--- config.mk ---
export PLATFORM = sky130hd
export DESIGN_NAME = iter_alu_flat
export DESIGN_NICKNAME = d
export VERILOG_FILES = /design/src/rtl/alu_pkg.sv /design/src/rtl/iter_alu_if.sv /design/src/rtl/alu_comb.sv /design/src/rtl/iter_alu.sv /design/src/flat_wrapper.sv
export SDC_FILE = /design/constraint.sdc
export NUM_CORES = 1
export LEC_CHECK = 0
export CELL_PAD_IN_SITES_DETAIL_PLACEMENT = 2
export CELL_PAD_IN_SITES_GLOBAL_PLACEMENT = 2
export CORE_UTILIZATION = 36
export CTS_BUF_LIST = sky130_fd_sc_hd__clkbuf_8
export DETAILED_ROUTE_END_ITERATION = 16
export GPL_TIMING_DRIVEN = 1
export PLACE_DENSITY = 0.93
export SLEW_MARGIN = 20
export SYNTH_ARGS = -nofsm -noshare
export SYNTH_HDL_FRONTEND = slang
export SYNTH_HIERARCHICAL = 1
export SYNTH_SLANG_ARGS = --single-unit
--- constraint.sdc ---
create_clock -name clk -period 4.9 [get_ports clk]
set_input_delay 0.49 -clock clk [delete_from_list [all_inputs] [get_ports clk]]
set_output_delay 0.49 -clock clk [all_outputs]
set_load 0.02 [all_outputs]
--- src/rtl/alu_pkg.sv ---
// Shared definitions for the iterative ALU.
// Holds the default operand width, the op-code enum and the FSM state enum.
// Optional feature macro: ITER_ALU_MUL_EN adds the S_MUL state.
package alu_pkg;

    localparam int ALU_WIDTH = 8;

    typedef enum logic [2:0] {
        OP_ADD = 3'b000,
        OP_SUB = 3'b001,
        OP_AND = 3'b010,
        OP_OR  = 3'b011,
        OP_XOR = 3'b100,
        OP_LSL = 3'b101,
        OP_MUL = 3'b110,
        OP_ILL = 3'b111
    } op_e;

`ifdef ITER_ALU_MUL_EN
    typedef enum logic [1:0] {S_IDLE, S_SHIFT, S_MUL, S_DONE} state_e;
`else
    typedef enum logic [1:0] {S_IDLE, S_SHIFT, S_DONE} state_e;
`endif

    // Ops that finish straight from IDLE through the combinational unit.
    function automatic logic op_is_single(input op_e op);
        return (op == OP_ADD) || (op == OP_SUB) || (op == OP_AND) ||
               (op == OP_OR)  || (op == OP_XOR);
    endfunction

endpackage

--- src/rtl/iter_alu_if.sv ---
// Request/response bundle of the iterative ALU.
// master (requester): drives start, op, a, b; receives busy, done, result,
//                     c, z, flg_c_ld, flg_z_ld, illegal.
// slave  (ALU):       the mirror image.
interface iter_alu_if #(
    parameter int WIDTH = alu_pkg::ALU_WIDTH
);
    logic             start;
    logic [2:0]       op;
    logic [WIDTH-1:0] a;
    logic [WIDTH-1:0] b;
    logic             busy;
    logic             done;
    logic [WIDTH-1:0] result;
    logic             c;
    logic             z;
    logic             flg_c_ld;
    logic             flg_z_ld;
    logic             illegal;

    modport master (
        output start, op, a, b,
        input  busy, done, result, c, z, flg_c_ld, flg_z_ld, illegal
    );

    modport slave (
        input  start, op, a, b,
        output busy, done, result, c, z, flg_c_ld, flg_z_ld, illegal
    );
endinterface

--- src/rtl/alu_comb.sv ---
// Single-cycle part of the ALU: ADD, SUB, AND, OR, XOR.
// Ports: i_op operation, i_a/i_b operands, o_y result, o_c carry/borrow.
// Other op codes produce zero; the caller never uses them.
module alu_comb
    import alu_pkg::*;
#(
    parameter int WIDTH = ALU_WIDTH
) (
    input  op_e              i_op,
    input  logic [WIDTH-1:0] i_a,
    input  logic [WIDTH-1:0] i_b,
    output logic [WIDTH-1:0] o_y,
    output logic             o_c
);
    logic [WIDTH:0] w_sum;
    logic [WIDTH:0] w_dif;

    // Extra top bit of the difference is the borrow (set when a < b).
    assign w_sum = {1'b0, i_a} + {1'b0, i_b};
    assign w_dif = {1'b0, i_a} - {1'b0, i_b};

    always_comb begin
        o_y = '0;
        o_c = 1'b0;
        case (i_op)
            OP_ADD:  {o_c, o_y} = w_sum;
            OP_SUB:  {o_c, o_y} = w_dif;
            OP_AND:  o_y = i_a & i_b;
            OP_OR:   o_y = i_a | i_b;
            OP_XOR:  o_y = i_a ^ i_b;
            default: ;
        endcase
    end
endmodule

--- src/rtl/iter_alu.sv ---
// Iterative ALU: single-cycle logic/arith ops, bit-serial LSL and an
// optional shift-add multiplier, reporting C/Z flag values with load enables.
// Ports: clk (rising edge), reset (async, active high), bus (iter_alu_if.slave).
// Macro ITER_ALU_MUL_EN: when defined, op 110 is a WIDTH-cycle multiply;
// otherwise op 110 is treated as illegal and no multiplier is built.
module iter_alu
    import alu_pkg::*;
#(
    parameter int WIDTH = ALU_WIDTH
) (
    input  logic       clk,
    input  logic       reset,
    iter_alu_if.slave  bus
);
    localparam int CNT_W = $clog2(WIDTH + 1);
`ifdef ITER_ALU_MUL_EN
    localparam int ACC_W = 2 * WIDTH;
`else
    localparam int ACC_W = WIDTH;
`endif

    state_e           r_state;
    state_e           w_state_next;
    op_e              w_op;
    logic             w_illegal;
    logic [CNT_W-1:0] r_cnt;
    logic [ACC_W-1:0] r_acc;
    logic [WIDTH-1:0] r_result;
    logic             r_c;
    logic             r_z;
    logic             r_illegal;
    logic [WIDTH-1:0] w_alu_y;
    logic             w_alu_c;
    logic [WIDTH-1:0] w_shift_y;
    logic             w_shift_c;

    assign w_op = op_e'(bus.op);

`ifdef ITER_ALU_MUL_EN
    logic [ACC_W-1:0] r_mcand;
    logic [WIDTH-1:0] r_mplier;
    logic [ACC_W-1:0] w_mul_sum;
    assign w_mul_sum = r_acc + (r_mplier[0] ? r_mcand : '0);
    assign w_illegal = (w_op == OP_ILL);
`else
    assign w_illegal = (w_op == OP_ILL) || (w_op == OP_MUL);
`endif

    alu_comb #(.WIDTH(WIDTH)) u_alu_comb (
        .i_op (w_op),
        .i_a  (bus.a),
        .i_b  (bus.b),
        .o_y  (w_alu_y),
        .o_c  (w_alu_c)
    );

    // A zero shift count spends one SHIFT cycle doing nothing (carry 0);
    // otherwise each cycle moves one bit out of the top.
    assign w_shift_y = (r_cnt == '0) ? r_acc[WIDTH-1:0] : {r_acc[WIDTH-2:0], 1'b0};
    assign w_shift_c = (r_cnt == '0) ? 1'b0 : r_acc[WIDTH-1];

    always_ff @(posedge clk or posedge reset) begin
        if (reset) r_state <= S_IDLE;
        else       r_state <= w_state_next;
    end

    always_comb begin
        w_state_next = r_state;
        case (r_state)
            S_IDLE: begin
                if (bus.start) begin
                    if (w_op == OP_LSL)      w_state_next = S_SHIFT;
`ifdef ITER_ALU_MUL_EN
                    else if (w_op == OP_MUL) w_state_next = S_MUL;
`endif
                    else                     w_state_next = S_DONE;
                end
            end
            S_SHIFT: if (r_cnt <= CNT_W'(1)) w_state_next = S_DONE;
`ifdef ITER_ALU_MUL_EN
            S_MUL:   if (r_cnt == CNT_W'(1)) w_state_next = S_DONE;
`endif
            S_DONE:  w_state_next = S_IDLE;
            default: w_state_next = S_IDLE;
        endcase
    end

    // Datapath. result/c/z only change on the edge that enters DONE, so they
    // stay stable between completions.
    always_ff @(posedge clk or posedge reset) begin
        if (reset) begin
            r_cnt     <= '0;
            r_acc     <= '0;
            r_result  <= '0;
            r_c       <= 1'b0;
            r_z       <= 1'b0;
            r_illegal <= 1'b0;
`ifdef ITER_ALU_MUL_EN
            r_mcand   <= '0;
            r_mplier  <= '0;
`endif
        end else begin
            case (r_state)
                S_IDLE: begin
                    if (bus.start) begin
                        r_illegal <= w_illegal;
                        r_cnt     <= CNT_W'(bus.b[2:0]);
                        r_acc     <= ACC_W'(bus.a);
`ifdef ITER_ALU_MUL_EN
                        r_mcand   <= ACC_W'(bus.a);
                        r_mplier  <= bus.b;
                        if (w_op == OP_MUL) begin
                            r_cnt <= CNT_W'(WIDTH);
                            r_acc <= '0;
                        end
`endif
                        if (op_is_single(w_op)) begin
                            r_result <= w_alu_y;
                            r_c      <= w_alu_c;
                            r_z      <= (w_alu_y == '0);
                        end
                    end
                end
                S_SHIFT: begin
                    r_acc[WIDTH-1:0] <= w_shift_y;
                    if (r_cnt != '0) r_cnt <= r_cnt - CNT_W'(1);
                    if (r_cnt <= CNT_W'(1)) begin
                        r_result <= w_shift_y;
                        r_c      <= w_shift_c;
                        r_z      <= (w_shift_y == '0);
                    end
                end
`ifdef ITER_ALU_MUL_EN
                S_MUL: begin
                    r_acc    <= w_mul_sum;
                    r_mcand  <= {r_mcand[ACC_W-2:0], 1'b0};
                    r_mplier <= r_mplier >> 1;
                    r_cnt    <= r_cnt - CNT_W'(1);
                    if (r_cnt == CNT_W'(1)) begin
                        r_result <= w_mul_sum[WIDTH-1:0];
                        r_c      <= |w_mul_sum[ACC_W-1:WIDTH];
                        r_z      <= (w_mul_sum[WIDTH-1:0] == '0);
                    end
                end
`endif
                default: ;
            endcase
        end
    end

    assign bus.busy     = (r_state != S_IDLE);
    assign bus.done     = (r_state == S_DONE);
    assign bus.flg_c_ld = (r_state == S_DONE) && !r_illegal;
    assign bus.flg_z_ld = (r_state == S_DONE) && !r_illegal;
    assign bus.illegal  = (r_state == S_DONE) && r_illegal;
    assign bus.result   = r_result;
    assign bus.c        = r_c;
    assign bus.z        = r_z;
endmodule
--- src/flat_wrapper.sv ---
// flat-port wrapper written by rule: the top's interface ports become plain ports
module iter_alu_flat import alu_pkg::*;
#(
    parameter int WIDTH = ALU_WIDTH
)
  (clk, reset, bus_start, bus_op, bus_a, bus_b, bus_busy, bus_done, bus_result, bus_c, bus_z, bus_flg_c_ld, bus_flg_z_ld, bus_illegal);
  iter_alu_if #(.WIDTH(WIDTH)) bus_i ();
  input  logic clk;
  input  logic reset;
  input wire logic [$bits(bus_i.start)-1:0] bus_start;
  input wire logic [$bits(bus_i.op)-1:0] bus_op;
  input wire logic [$bits(bus_i.a)-1:0] bus_a;
  input wire logic [$bits(bus_i.b)-1:0] bus_b;
  output wire logic [$bits(bus_i.busy)-1:0] bus_busy;
  output wire logic [$bits(bus_i.done)-1:0] bus_done;
  output wire logic [$bits(bus_i.result)-1:0] bus_result;
  output wire logic [$bits(bus_i.c)-1:0] bus_c;
  output wire logic [$bits(bus_i.z)-1:0] bus_z;
  output wire logic [$bits(bus_i.flg_c_ld)-1:0] bus_flg_c_ld;
  output wire logic [$bits(bus_i.flg_z_ld)-1:0] bus_flg_z_ld;
  output wire logic [$bits(bus_i.illegal)-1:0] bus_illegal;
  assign bus_i.start = bus_start;
  assign bus_i.op = bus_op;
  assign bus_i.a = bus_a;
  assign bus_i.b = bus_b;
  assign bus_busy = bus_i.busy;
  assign bus_done = bus_i.done;
  assign bus_result = bus_i.result;
  assign bus_c = bus_i.c;
  assign bus_z = bus_i.z;
  assign bus_flg_c_ld = bus_i.flg_c_ld;
  assign bus_flg_z_ld = bus_i.flg_z_ld;
  assign bus_illegal = bus_i.illegal;
  iter_alu #(.WIDTH(WIDTH)) u_core (.clk(clk), .reset(reset), .bus(bus_i));
endmodule
# Yosys cells after proc, flatten, opt, wreduce, memory -nomap -nowiden
# Cells that the tools add are included.
totals:
  regBits: 25
  input_bits: 22
  output_inout_bits: 15
classes:
  addsub: 3
  magnitude_cmp: 1
  eq_ne: 13
  n_mux: 25
  bitwise: 3
  n_reduce_logical: 21
op_table:
  columns: ["cell", "n"]
  rows:
  - ["8-bit two-way mux", 5]
  - ["8-bit one-hot mux with 5 select lines", 1]
  - ["8-bit one-hot mux with 2 select lines", 2]
  - ["8-bit zero test", 2]
  - ["3-bit == test, second input constant", 4]
  - ["8-bit by 8-bit adder with 9-bit output", 1]
  - ["8-bit by 8-bit subtractor with 9-bit output", 1]
  - ["8-bit bitwise AND", 1]
  - ["4-bit two-way mux", 2]
  - ["8-bit OR", 1]
  - ["4-bit one-hot mux with 2 select lines", 1]
  - ["8-bit XOR", 1]
  - ["1-bit two-way mux", 7]
  - ["3-bit by 2-bit == test with 1-bit output, second input constant", 2]
  - ["2-bit two-way mux", 3]
  - ["2-bit by 1-bit inequality test with 1-bit output, second input constant", 3]
  - ["1-bit one-hot mux with 2 select lines", 3]
  - ["2-bit AND reduction", 3]
  - ["1-bit logical OR", 5]
  - ["4-bit by 1-bit <= comparator with 1-bit output, second input constant", 1]
  - ["4-bit zero test", 1]
  - ["2-bit one-hot mux with 2 select lines", 1]
  - ["4-bit AND reduction", 1]
  - ["2-bit nonzero test", 2]
  - ["other kinds (11)", 12]

# Longest topological paths before layout
logic_depth:
  ltp_word: 8
  depth_mapped: 12
  ltp_nobuf: 12

# By module
# The synthesis kept the hierarchy.
modules_own_cells:
  columns: ["mod", "instances", "cells_each", "area_per_inst_um2", "seq_area_each_um2"]
  rows:
  - ["iter_alu", 1, 153, 1453.9, 625.6]
  - ["alu_comb", 1, 168, 1148.6, 0.0]

# Least setup slack after synthesis
# No wires, ideal clock.
synth_path:
  kind: "input port to flip-flop"
  startpoint: "input port bus_a[0]"
  endpoint: "register u_core.r_z (netlist: u_core/bus.z)"
  setup_time_ns: 0.064
  arrival_ns: 2.941
  slack_ns: 1.895
  cell_stages: 11
  path_buffers: 0
  cell_sequence: "ha_1 -> fa_1 -> a21oi_1 -> o21bai_1 -> and3_1 -> a311o_1 -> a311o_1 -> or4_1 -> nor4_1 -> a22o_1 -> mux2_4"
synth_via:
  elab_chain_len: 6
  word_cells_on_any_way: 10
  classes_between: "add/sub: 2; mux: 4; bitwise: 3; reduce/logical: 1"
synth_rtl:
  columns: ["element", "line", "text"]
  rows:
  - ["start: declaration", "flat_wrapper.sv:12", "input wire logic [$bits(bus_i.a)-1:0] bus_a;"]
  - ["8-bit by 8-bit subtractor with 9-bit output / 8-bit by 8-bit adder with 9-bit output (equally long branches)", "alu_comb.sv:20, alu_comb.sv:19", null]
  - ["8-bit one-hot mux with 5 select lines *", "alu_comb.sv:25", "case (i_op)"]
  - ["named net u_core.w_alu_y[6]", "iter_alu.sv:32", "logic [WIDTH-1:0] w_alu_y;"]
  - ["8-bit zero test *", "iter_alu.sv:120", "r_z <= (w_alu_y == '0);"]
  - ["1-bit two-way mux *", "iter_alu.sv:117", "if (op_is_single(w_op)) begin"]
  - ["1-bit two-way mux *", "iter_alu.sv:105", "if (bus.start) begin"]
  - ["1-bit one-hot mux with 2 select lines *", "iter_alu.sv:103", "case (r_state)"]
  - ["end signal: assignment", "iter_alu.sv:120", null]
  - ["end signal: assignment", "iter_alu.sv:130", "r_z <= (w_shift_y == '0);"]
  - ["end: declaration", "iter_alu.sv:30", "logic r_z;"]
# Mark *: on every way through the listed nets, which the timed path passes. The rest lies on a longest branch. The select of a mux whose other input is x is not followed.
# A chain may end at the register's enable or synchronous reset.

# Final worst setup path
layout_path:
  startpoint: "input port bus_a[4]"
  endpoint: "register u_core.r_z (netlist: u_core/bus.z)"
# Same word-level chain as after synthesis.

==> summary.txt <==
Clock tree
  – Post-CTS Setup Inserts: 0
  – Post-CTS Resized: 0
  – CTS clk-pin slew, worst paths: 0.10 ns
  – Clk sinks: 25
  – Clk root buf: clkbuf_8
  – Post-CTS Hold Buffers: 0
  – Clock buffer count from CTS: 3
  – Worst skew pair latency: 0.28 ns
  – Max Root-Sink Buffers: 2
  – CTS tree: done
  – Htree depth: 1

Detailed routing
  – DRC Markers: 0
  – Number of iterations in the first detailed-routing pass: 4
  – Vias post-DR: 2558
  – Avg WL per Cell: 20.10 µm
  – Total Wirelength: 8904 µm
  – Post-route ant nets: 0
  – Via density: 5.774
  – Drt initial violations: 141

Timing
  – Final Hold Fails: 0
  – Final Max Tran Viols: 0
  – Normalized max-slew margin: 0.3264
  – Tmin final: 3.529 ns
  – Setup TNS: 0 ns
  – Setup WS post-layout: 1.371 ns
  – Hold_ws: 0.5325 ns
  – RSZ-0062 raised after global routing: false
  – Worst-margin pin slew: 1.009 ns
  – Fmax: 0.2833 GHz
  – Skew final: 0.01024 ns
  – Setup Viol. Count Final: 0
  – Period utilization: 0.7203

Hold path
  – Hold path depth: 1
  – Worst hold path class: register to register
  – Hold Path Origin: u_core/bus.result[7]
  – Hold EP: u_core/bus.result[7]

Synthesis
  – Mux share of post-synthesis cell area: 0.07308
  – Synth Area in Adders: 0.1404
  – Synth Register Bits: 25
  – Synth Area in XOR/XNOR: 0.01010
  – Post-synth EDFFs: 0
  – Post-synthesis compound-gate area fraction: 0.2644
  – Avg Cell Area, Syn: 8.107 µm²
  – Synth Instances: 321
  – Net count after synthesis: 371
  – Ys async rst share: 1.000
  – Sequential share of the synthesized area: 0.2404
  – Ys Warns: 6
  – Synth Area in Simple Gates: 0.1913
  – Main combinational cell family by area after synthesis: compound AO/OA/AOI/OAI gates
  – Post-Synthesis Cell Area: 2602 µm²
  – Synth cell types: 59
  – Most used DFF post-synth: dfrtp_1

GRT
  – Overall fraction of global-route tracks in use: 0.2483
  – Global-route wire length before repair: 14500 µm
  – Largest net degree at the start of global routing: 26
  – Initial antenna violation count: 0
  – Vias in the first global route: 2776
  – Global route overflow: 0

Layout
  – # diodes: 0
  – Final #Nets: 398
  – Final core utilization: 0.4426
  – Area added between synthesis and finish: 17.45%
  – Share of cells above drive strength 1: 0.07493

Outcome
  – Status: finished clean

Floorplan
  – CORE AREA: 6907 µm²
  – Die Ht: 87.03 µm
  – I/O pin cnt: 37
  – Row count: 30
  – Die ar.: 7573 µm²
  – Die W: 87.03 µm
  – Initial Util: 0.3768

Worst setup path
  – Worst path arrival time: 3.76 ns
  – Setup Crit Path Kind: input pin to register
  – CP startpoint kind: input pin
  – Worst Setup End Kind: register
  – Reg2Reg Depth: 4
  – FF-to-FF End: u_core/bus.result[6]
  – CP Max Fanout: 10
  – Reg2reg start: u_core/r_state[1]
  – Required @ worst endpoint: 5.13 ns
  – Reg2Reg Setup Slack: 2.50 ns

Power
  – Pwr Density: 457.4 nW/µm²
  – Maximum VDD drop: 297.1 µV
  – Pleak: 1.362 nW

Placed design
  – Place WS: 1.081 ns
  – Count of input and output buffers: 36
  – DP HPWL: 6954 µm
  – RePlAce Congestion: 0.9035

Job
  – Max-Cap Viols: 0
sequential cells by signal, summed over array words and instances (netlist names):
| register | count |
|---|---|
| u_core/bus.result | 8 |
| u_core/r_acc | 8 |
| u_core/r_cnt | 4 |
| u_core/r_state | 2 |
| u_core/bus.c | 1 |
| u_core/bus.z | 1 |
| u_core/r_illegal | 1 |
cell type report:
cell class / instances / area (µm²)
Sequential cell: 25 / 625.6
Clock inverter: 1 / 7.507
Fill cell: 788 / 3850
Tap cell: 96 / 120.1
Timing Repair Buffer: 39 / 382.9
Clock buffer: 3 / 41.29
Inverter: 28 / 105.1
Multi-Input combinational cell: 251 / 1774
cell usage in the layout (no fill, tap or decap), types with 3 or more instances in the layout:
master / count
a21oi_1: 44
clkdlybuf4s50_1: 36
nor2_1: 31
inv_1: 28
nand2_1: 26
ha_1: 26
dfrtp_1: 25
o22ai_1: 12
o21ai_0: 12
mux2_4: 10
nor2b_1: 9
nand3_1: 6
nor4_1: 5
nor3_1: 4
o21bai_1: 4
mux2i_1: 4
clkbuf_8: 3
o21ai_1: 3
o211ai_1: 3
a22oi_1: 3
a22o_1: 3
buf_4: 3
a21o_1: 3
o31ai_1: 3
routing by layer:
layer  global-route usage  share of wire  vias up
met3              0.03507          0.039       14
met5                    0              0        -
met4              0.05758          0.017        0
met2               0.4316           0.50       74
li1                     -              -     1195
met1               0.3245           0.45     1275
through the flow:
| stage | cell area (µm²) | instances | total power [mW] |
|---|---|---|---|
| 2_1_floorplan | 2603 | 321 | 0.9670 |
| 3_3_place_gp | 3002 | 439 | 1.198 |
| 3_5_place_dp | 3002 | 439 | 1.254 |
| 4_1_cts | 3050 | 443 | 1.391 |
| 5_1_grt | 3057 | 443 | 1.488 |
| 6_report | 3057 | 443 | 1.398 |
worst max-delay path, cell delays in order:
cell	delay, ns
clkdlybuf4s50_1	0.53
inv_1	0.07
ha_1	0.44
a21o_1	0.26
o21bai_1	0.16
a21oi_1	0.13
a311o_1	0.37
a311o_1	0.29
or4_1	0.52
nor4_1	0.19
a22o_1	0.17
mux2_4	0.13
how the worst max path moves through the flow:
| stage | from | endpoint |
|---|---|---|
| after global routing | bus_a[4] | u_core/bus.z |
| after CTS | bus_a[4] | u_core/bus.z |
| after floorplan | bus_a[0] | u_core/bus.z |
| after detailed placement | bus_a[4] | u_core/bus.z |
| final | bus_a[4] | u_core/bus.z |
| after global placement | bus_a[5] | u_core/bus.z |
report_power, final:
group          switching, mW  internal (mW)
clock network         0.0733         0.0578
logic                  0.478          0.374
registers              0.114          0.301
total                  0.665          0.733
logic make-up after synthesis:
kind of cell,count (synthesis)
muxes,14
xor gates and xnor gates,3
adders and majority gates,28
DFF,25
and+or+nand+nor,98
AOI/OAI and AO/OA,108
buffers and inverters,45
synth_stat cells (4+ instances only):
master	instances	area, µm²
a21oi_1	44	220.2
nor2_1	31	116.4
inv_1	28	105.1
ha_1	26	325.3
nand2_1	26	97.59
dfrtp_1	25	625.6
o21ai_0	12	60.06
o22ai_1	12	75.07
mux2_4	10	150.1
nor2b_1	9	56.30
buf_2	8	40.04
nand3_1	6	30.03
nor4_1	5	31.28
mux2i_1	4	40.04
nor3_1	4	20.02
o21bai_1	4	30.03
(Power assumes the default switching activity.)
